===== src/rtl/mul_div_pkg.sv =====
// mul_div_pkg: shared funct3 codes, FSM states and special-case results for mul_div_unit
package mul_div_pkg;
  localparam logic [2:0] MD_MUL = 3'd0, MD_MULH = 3'd1, MD_MULHSU = 3'd2, MD_MULHU = 3'd3;
  localparam logic [2:0] MD_DIV = 3'd4, MD_DIVU = 3'd5, MD_REM = 3'd6, MD_REMU = 3'd7;
  localparam int MD_ITERS = 32;
  localparam logic [31:0] MD_DIV0_Q = 32'hFFFF_FFFF;
  localparam logic [31:0] MD_OVF_Q = 32'h8000_0000;
  localparam logic [31:0] MD_OVF_R = 32'h0000_0000;
  typedef enum logic [1:0] {IDLE, CALC, DONE} md_state_t;
endpackage


===== src/rtl/mul_div_step.sv =====
// mul_div_step: one shift-add multiply or restoring-divide iteration on the 64-bit partial register
module mul_div_step (
  input  logic        div_i,
  input  logic [63:0] acc_i,
  input  logic [31:0] opd_i,
  output logic [63:0] acc_o
);
  logic [32:0] sum, rem, diff;
  always_comb begin
    sum = {1'b0, acc_i[63:32]} + (acc_i[0] ? {1'b0, opd_i} : 33'd0);
    rem = acc_i[63:31];
    diff = rem - {1'b0, opd_i};
    acc_o = !div_i ? {sum, acc_i[31:1]} :
            diff[32] ? {rem[31:0], acc_i[30:0], 1'b0} : {diff[31:0], acc_i[30:0], 1'b1};
  end
endmodule


===== src/rtl/mul_div_unit.sv =====
// mul_div_unit: iterative RV32M multiply/divide; MUL_DIV_FAST_MUL_EN selects a single-cycle multiplier
module mul_div_unit
  import mul_div_pkg::*;
(
  input  logic        clk,
  input  logic        rst_n,
  input  logic        start_i,
  input  logic [2:0]  ctrl_i,
  input  logic [31:0] src1_i,
  input  logic [31:0] src2_i,
  input  logic        flush_i,
  output logic        busy_o,
  output logic        done_o,
  output logic [31:0] result_o
);
  md_state_t state;
  logic [2:0] ctrl;
  logic [63:0] acc, acc_nxt, prod_c;
  logic [31:0] opd, m1, m2, fast_res, mul_res, quo_c, calc_res;
  logic [4:0] cnt;
  logic neg, is_div, s1, s2, n1, n2, div0, ovf, fast;
`ifdef MUL_DIV_FAST_MUL_EN
  logic signed [65:0] prod;
`endif
  mul_div_step u_step (.div_i(ctrl[2]), .acc_i(acc), .opd_i(opd), .acc_o(acc_nxt));
  always_comb begin
    is_div = ctrl_i[2];
    s1 = ctrl_i != MD_MULHU && ctrl_i != MD_DIVU && ctrl_i != MD_REMU;
    s2 = ctrl_i == MD_MUL || ctrl_i == MD_MULH || ctrl_i == MD_DIV || ctrl_i == MD_REM;
    n1 = s1 & src1_i[31];
    n2 = s2 & src2_i[31];
    m1 = n1 ? -src1_i : src1_i;
    m2 = n2 ? -src2_i : src2_i;
    div0 = is_div && src2_i == '0;
    ovf = (ctrl_i == MD_DIV || ctrl_i == MD_REM) && src1_i == MD_OVF_Q && src2_i == '1;
`ifdef MUL_DIV_FAST_MUL_EN
    prod = $signed({n1, src1_i}) * $signed({n2, src2_i});
    fast = div0 | ovf | !is_div;
    mul_res = ctrl_i == MD_MUL ? prod[31:0] : prod[63:32];
`else
    fast = div0 | ovf;
    mul_res = '0;
`endif
    fast_res = div0 ? (ctrl_i[1] ? src1_i : MD_DIV0_Q) :
               ovf ? (ctrl_i[1] ? MD_OVF_R : MD_OVF_Q) : mul_res;
    prod_c = neg ? -acc_nxt : acc_nxt;
    quo_c = ctrl[1] ? acc_nxt[63:32] : acc_nxt[31:0];
    calc_res = !ctrl[2] ? (ctrl == MD_MUL ? prod_c[31:0] : prod_c[63:32]) : (neg ? -quo_c : quo_c);
  end
  always_ff @(posedge clk or negedge rst_n) begin
    if (!rst_n) begin
      state <= IDLE;
      ctrl <= '0;
      acc <= '0;
      opd <= '0;
      neg <= 1'b0;
      cnt <= '0;
      busy_o <= 1'b0;
      done_o <= 1'b0;
      result_o <= '0;
    end else if (flush_i) begin
      state <= IDLE;
      busy_o <= 1'b0;
      done_o <= 1'b0;
    end else begin
      case (state)
        IDLE: if (start_i) begin
          ctrl <= ctrl_i;
          neg <= is_div && ctrl_i[1] ? n1 : n1 ^ n2;
          cnt <= 5'(MD_ITERS - 1);
          acc <= {32'd0, is_div ? m1 : m2};
          opd <= is_div ? m2 : m1;
          busy_o <= 1'b1;
          done_o <= fast;
          result_o <= fast ? fast_res : result_o;
          state <= fast ? DONE : CALC;
        end
        CALC: begin
          acc <= acc_nxt;
          cnt <= cnt - 5'd1;
          if (cnt == '0) begin
            result_o <= calc_res;
            done_o <= 1'b1;
            state <= DONE;
          end
        end
        DONE: begin
          done_o <= 1'b0;
          busy_o <= 1'b0;
          state <= IDLE;
        end
        default: state <= IDLE;
      endcase
    end
  end
endmodule


===== config.mk =====
export PLATFORM = sky130hd
export DESIGN_NAME = mul_div_unit
export DESIGN_NICKNAME = d
export VERILOG_FILES = /design/src/rtl/mul_div_pkg.sv /design/src/rtl/mul_div_step.sv /design/src/rtl/mul_div_unit.sv
export SDC_FILE = /design/constraint.sdc
export NUM_CORES = 1
export LEC_CHECK = 0
export CELL_PAD_IN_SITES_DETAIL_PLACEMENT = 1
export CELL_PAD_IN_SITES_GLOBAL_PLACEMENT = 1
export CORE_ASPECT_RATIO = 1.25
export CORE_MARGIN = 2
export CORE_UTILIZATION = 46
export CTS_CLUSTER_DIAMETER = 100
export DETAILED_ROUTE_END_ITERATION = 8
export PLACE_DENSITY_LB_ADDON = 0.12
export SLEW_MARGIN = 0
export SYNTH_ARGS = -nofsm -noshare
export SYNTH_HDL_FRONTEND = slang
export SYNTH_SLANG_ARGS = --single-unit

===== constraint.sdc =====
create_clock -name clk -period 6.85 [get_ports clk]
set_input_delay 1.0275 -clock clk [delete_from_list [all_inputs] [get_ports clk]]
set_output_delay 1.0275 -clock clk [all_outputs]
set_load 0.01 [all_outputs]

==> results.md <==
- Worst path depth: 23
- Fill cell count: around 5000
- First-pass GRT wire length: about 130000 um
- Reg-to-Reg Start: acc[31]$_DFFE_PN0P_
- Slowest cell on crit path: o41ai_1
- HPWL Detailed: 69300 um
- TritonCTS Buffers: 17
- Core area: a little under 40000 um^2
- F_max: 151 MHz
- Via Count: around 21000
- Mean Syn Cell Area: approximately 7.2 um^2
- Critical Path RT: 7.25 ns
- DR WL met3: approximately 7000 um
- TritonCTS clock tree: done
- Die W: 182 um
- Vias in the first global route: about 21000
- Minimum clock period: roughly 6.6 ns
- Worst skew pair latency: 0.47 ns
- Synth Flop Type: dfrtp_1
- Placed Area: roughly 20000 um^2
- Worst Tran Pin Value: 1.32 ns
- Family with the most delay on the worst path: compound AO/OA/AOI/OAI gates
- Layout Skew: approximately 0.013 ns
- Iter 0 DRT Violations: 2062
- Commonest cells post-synth: nand2_1 (323), nor2_1 (255), o21ai_0 (249)
- Setup TNS: 0 ns
- Part of the Yosys area used for sequential elements: between 10% and 20%
- Die area: just over 40000 um^2
- Max Used Layer: met5
- Setup repair bufs after CTS: 0
- FF+latch count, synth: approximately 140
- PostCTS Resize Cnt: 0
- Post-synth EDFFs: 0
- Clock Pin Slew Worst Setup and Hold Paths: approximately 0.070 ns
- Via-per-instance ratio: between 6 and 7
- # rows: between 80 and 90
- Fraction of layout cells with a size suffix above 1: 7.37%
- Buf/Inv on CP: 1
- Critical path arrival: between 7 and 8 ns
- Max-cap violations: 0
- CP Capture Point: result_o[28]$_DFFE_PN0P_
- Post-DRT Antenna Nets: 0
- WL/cell: between 20 and 30 um
- Post-CTS Hold Fix Bufs: 0
- Slew HR: between 10% and 20%
- Share of the synthesized area in the top cell type: about a fifth
- Max-slew violation count: 0
- Initial Util: 46.4%
- Yosys warns: 0
- R2R Path End: result_o[28]$_DFFE_PN0P_
- GP Congestion: between 1 and 1.5
- DRC viols: 0
- Unrepaired setup endpoints after global routing: false
- Drt first pass iters: 8
- CP Cell Sequence: inv_1 -> ha_1 -> fa_1 -> nand2b_1 -> a21o_1 -> a211o_1 -> a21o_2 -> a31oi_4 -> nor3_1 -> a21oi_1 -> ha_1 -> o221ai_1 -> nand2b_1 -> nor2_1 -> nand2_1 -> nor2_1 -> nand3_1 -> a2111oi_4 -> nand4b_2 -> o41ai_1 -> xor2_1 -> o21ai_0 -> o311a_1
- Routed wl met2: between 40000 and 50000 um
- Htree depth: 4
- Worst setup EP type: flop
- Synth async-reset ratio: 100%
- Overflow after GRT: 0
- Period utilisation layout: 96.5%
- Metal-1 WL: approximately 35000 um
- GR Util All Layers: a little over two fifths
- Outcome: finished, final reports clean
- Delay of the slowest critical-path stage: 0.61 ns
- NumNets Final: ~2700
- Reg2Reg Depth: 23
- Top cells by area, synth: dfrtp_1 (19%), o21ai_0 (6.9%), nand2_1 (6.7%)
- Critical path fanouts, max: 9
- Worst R2R Setup Slack: roughly 0.24 ns
- WS Path Type: reg -> reg
- Largest area contributor in the netlist: dfrtp_1
- Antenna Cells: 0
- Antenna violations before repair: 6
- Syn-to-layout area delta: 11.3%
- P_leak: 7.90 nW
- Distinct cells, synth: 113
- Hold Crit Class: reg -> reg
- Clk Tree Root Cell: clkbuf_16
- CTS sink count: approximately 140
- Io pins: 105
- Crit path from: acc[31]$_DFFE_PN0P_
- Fin. Hold Viols: 0
- Cell Area, Synth: ~18000 um^2
- Routed wire length: 88500 um
- Count leader, synth: nand2_1
- Cells after synthesis: 2533
- Syn nets: roughly 2700
- Die Span Y: about 230 um
- Largest net degree at the start of global routing: 83
- Deepest clock path buffer count: 2
- Power per Cell Area: 641 nW/um^2
- Peak VDD IR: between 0.3 and 0.4 mV
- Final Setup Violations: 0
- Number of I/O port buffers: around 100
- Critical path launch point type: flop
- Post-route cell area: roughly 20000 um^2
==> per-stage QoR <==
| stage | std cells | setup WS [ns] | hold WS (ns) | utilization [%] | total power [mW] |
|---|---|---|---|---|---|
| final | 3062 | 0.243 | 0.504 | 51.7 | 12.9 |
| after global routing | 3062 | 0.0253 | 0.524 | 51.7 | 13.6 |
| after CTS | 3062 | 0.511 | 0.505 | 51.7 | 12.6 |
| after detailed placement | 3030 | 0.544 | 0.487 | 50.2 | 11.5 |
| after global placement | 3030 | 0.824 | 0.478 | 50.2 | 11.2 |
| after floorplan | 2533 | 1.62 | 0.462 | - | 8.21 |
==> tightest hold or removal path: stages, from the launching register on <==
cell and delay (ns):
dfrtp_1 0.36, nand2_1 0.05, o21ai_0 0.06
==> sequential cells by signal, indices dropped and copies added, names as in the netlist, 2 cells and up <==
signal and cells:
state 2, ctrl 3, opd 32, acc 64, result_o 32, cnt 5
==> logic make-up after synthesis <==
group | after synthesis | share of synthesized area, %
XOR/XNOR | 157 | 7.59
AND/OR/NAND/NOR | 966 | 25.8
buffers and inverters | 221 | 4.85
multiplexers | 88 | 5.08
flip-flops | 141 | 19.5
AO/OA/AOI/OAI | 884 | 31.9
adder cells (fa/ha/maj) | 76 | 5.33
==> cells in the final DEF (no fill, tap or decap), types with 50 or more instances in the layout <==
cell type | synthesis | final
buf_4 | 3 | 50
xnor2_1 | 88 | 88
dfrtp_1 | 141 | 138
and2_1 | 50 | 50
nor2_1 | 255 | 253
nand2_1 | 323 | 323
clkdlybuf4s50_1 | 0 | 102
inv_1 | 62 | 62
o21ai_0 | 249 | 249
mux2i_1 | 58 | 58
a21oi_1 | 221 | 221
nand3_1 | 55 | 55
xor2_1 | 69 | 69
nor3_1 | 75 | 74
ha_1 | 74 | 73
a211oi_1 | 50 | 50
==> how the worst min path moves through the flow <==
| stage | slack, ns | cells after the start | end | start |
|---|---|---|---|---|
| global placement | 0.48 | 2 | opd[13]$_DFFE_PN0P_ | opd[13]$_DFFE_PN0P_ |
| CTS | 0.51 | 2 | opd[10]$_DFFE_PN0P_ | opd[10]$_DFFE_PN0P_ |
| detailed placement | 0.49 | 2 | result_o[31]$_DFFE_PN0P_ | result_o[31]$_DFFE_PN0P_ |
| floorplan | 0.46 | 1 | cnt[0]$_DFFE_PN0P_ | cnt[0]$_DFFE_PN0P_ |
| global route | 0.52 | 2 | result_o[31]$_DFFE_PN0P_ | result_o[31]$_DFFE_PN0P_ |
| finish | 0.50 | 2 | opd[10]$_DFFE_PN0P_ | opd[10]$_DFFE_PN0P_ |
==> report_power, final <==
group / internal (mW) / switching (mW) / total [mW]
Sequential: 1.20 / 0.584 / 1.78
Clock: 0.558 / 0.448 / 1.01
Combinational: 3.37 / 6.77 / 10.1
==> per-layer routing <==
layer | track usage (%) | up-vias
met2 | 70.2 | 1043
met1 | 52.7 | 10500
met4 | 25.2 | 10
met3 | 7.50 | 312
li1 | - | 9376
met5 | 0 | -
==> final cells by class <==
class / count / area (um^2) / area share [%]
clock buffer: 20 / 457 / 2.26
clock inverter: 12 / 138 / 0.683
inverter: 66 / 248 / 1.23
multi-input combinational: 2171 / 13700 / 68.1
sequential: 141 / 3530 / 17.5
tap: 498 / 623 / 3.09
timing repair buffer: 154 / 1430 / 7.08
Power figures use the tool's default switching activity.
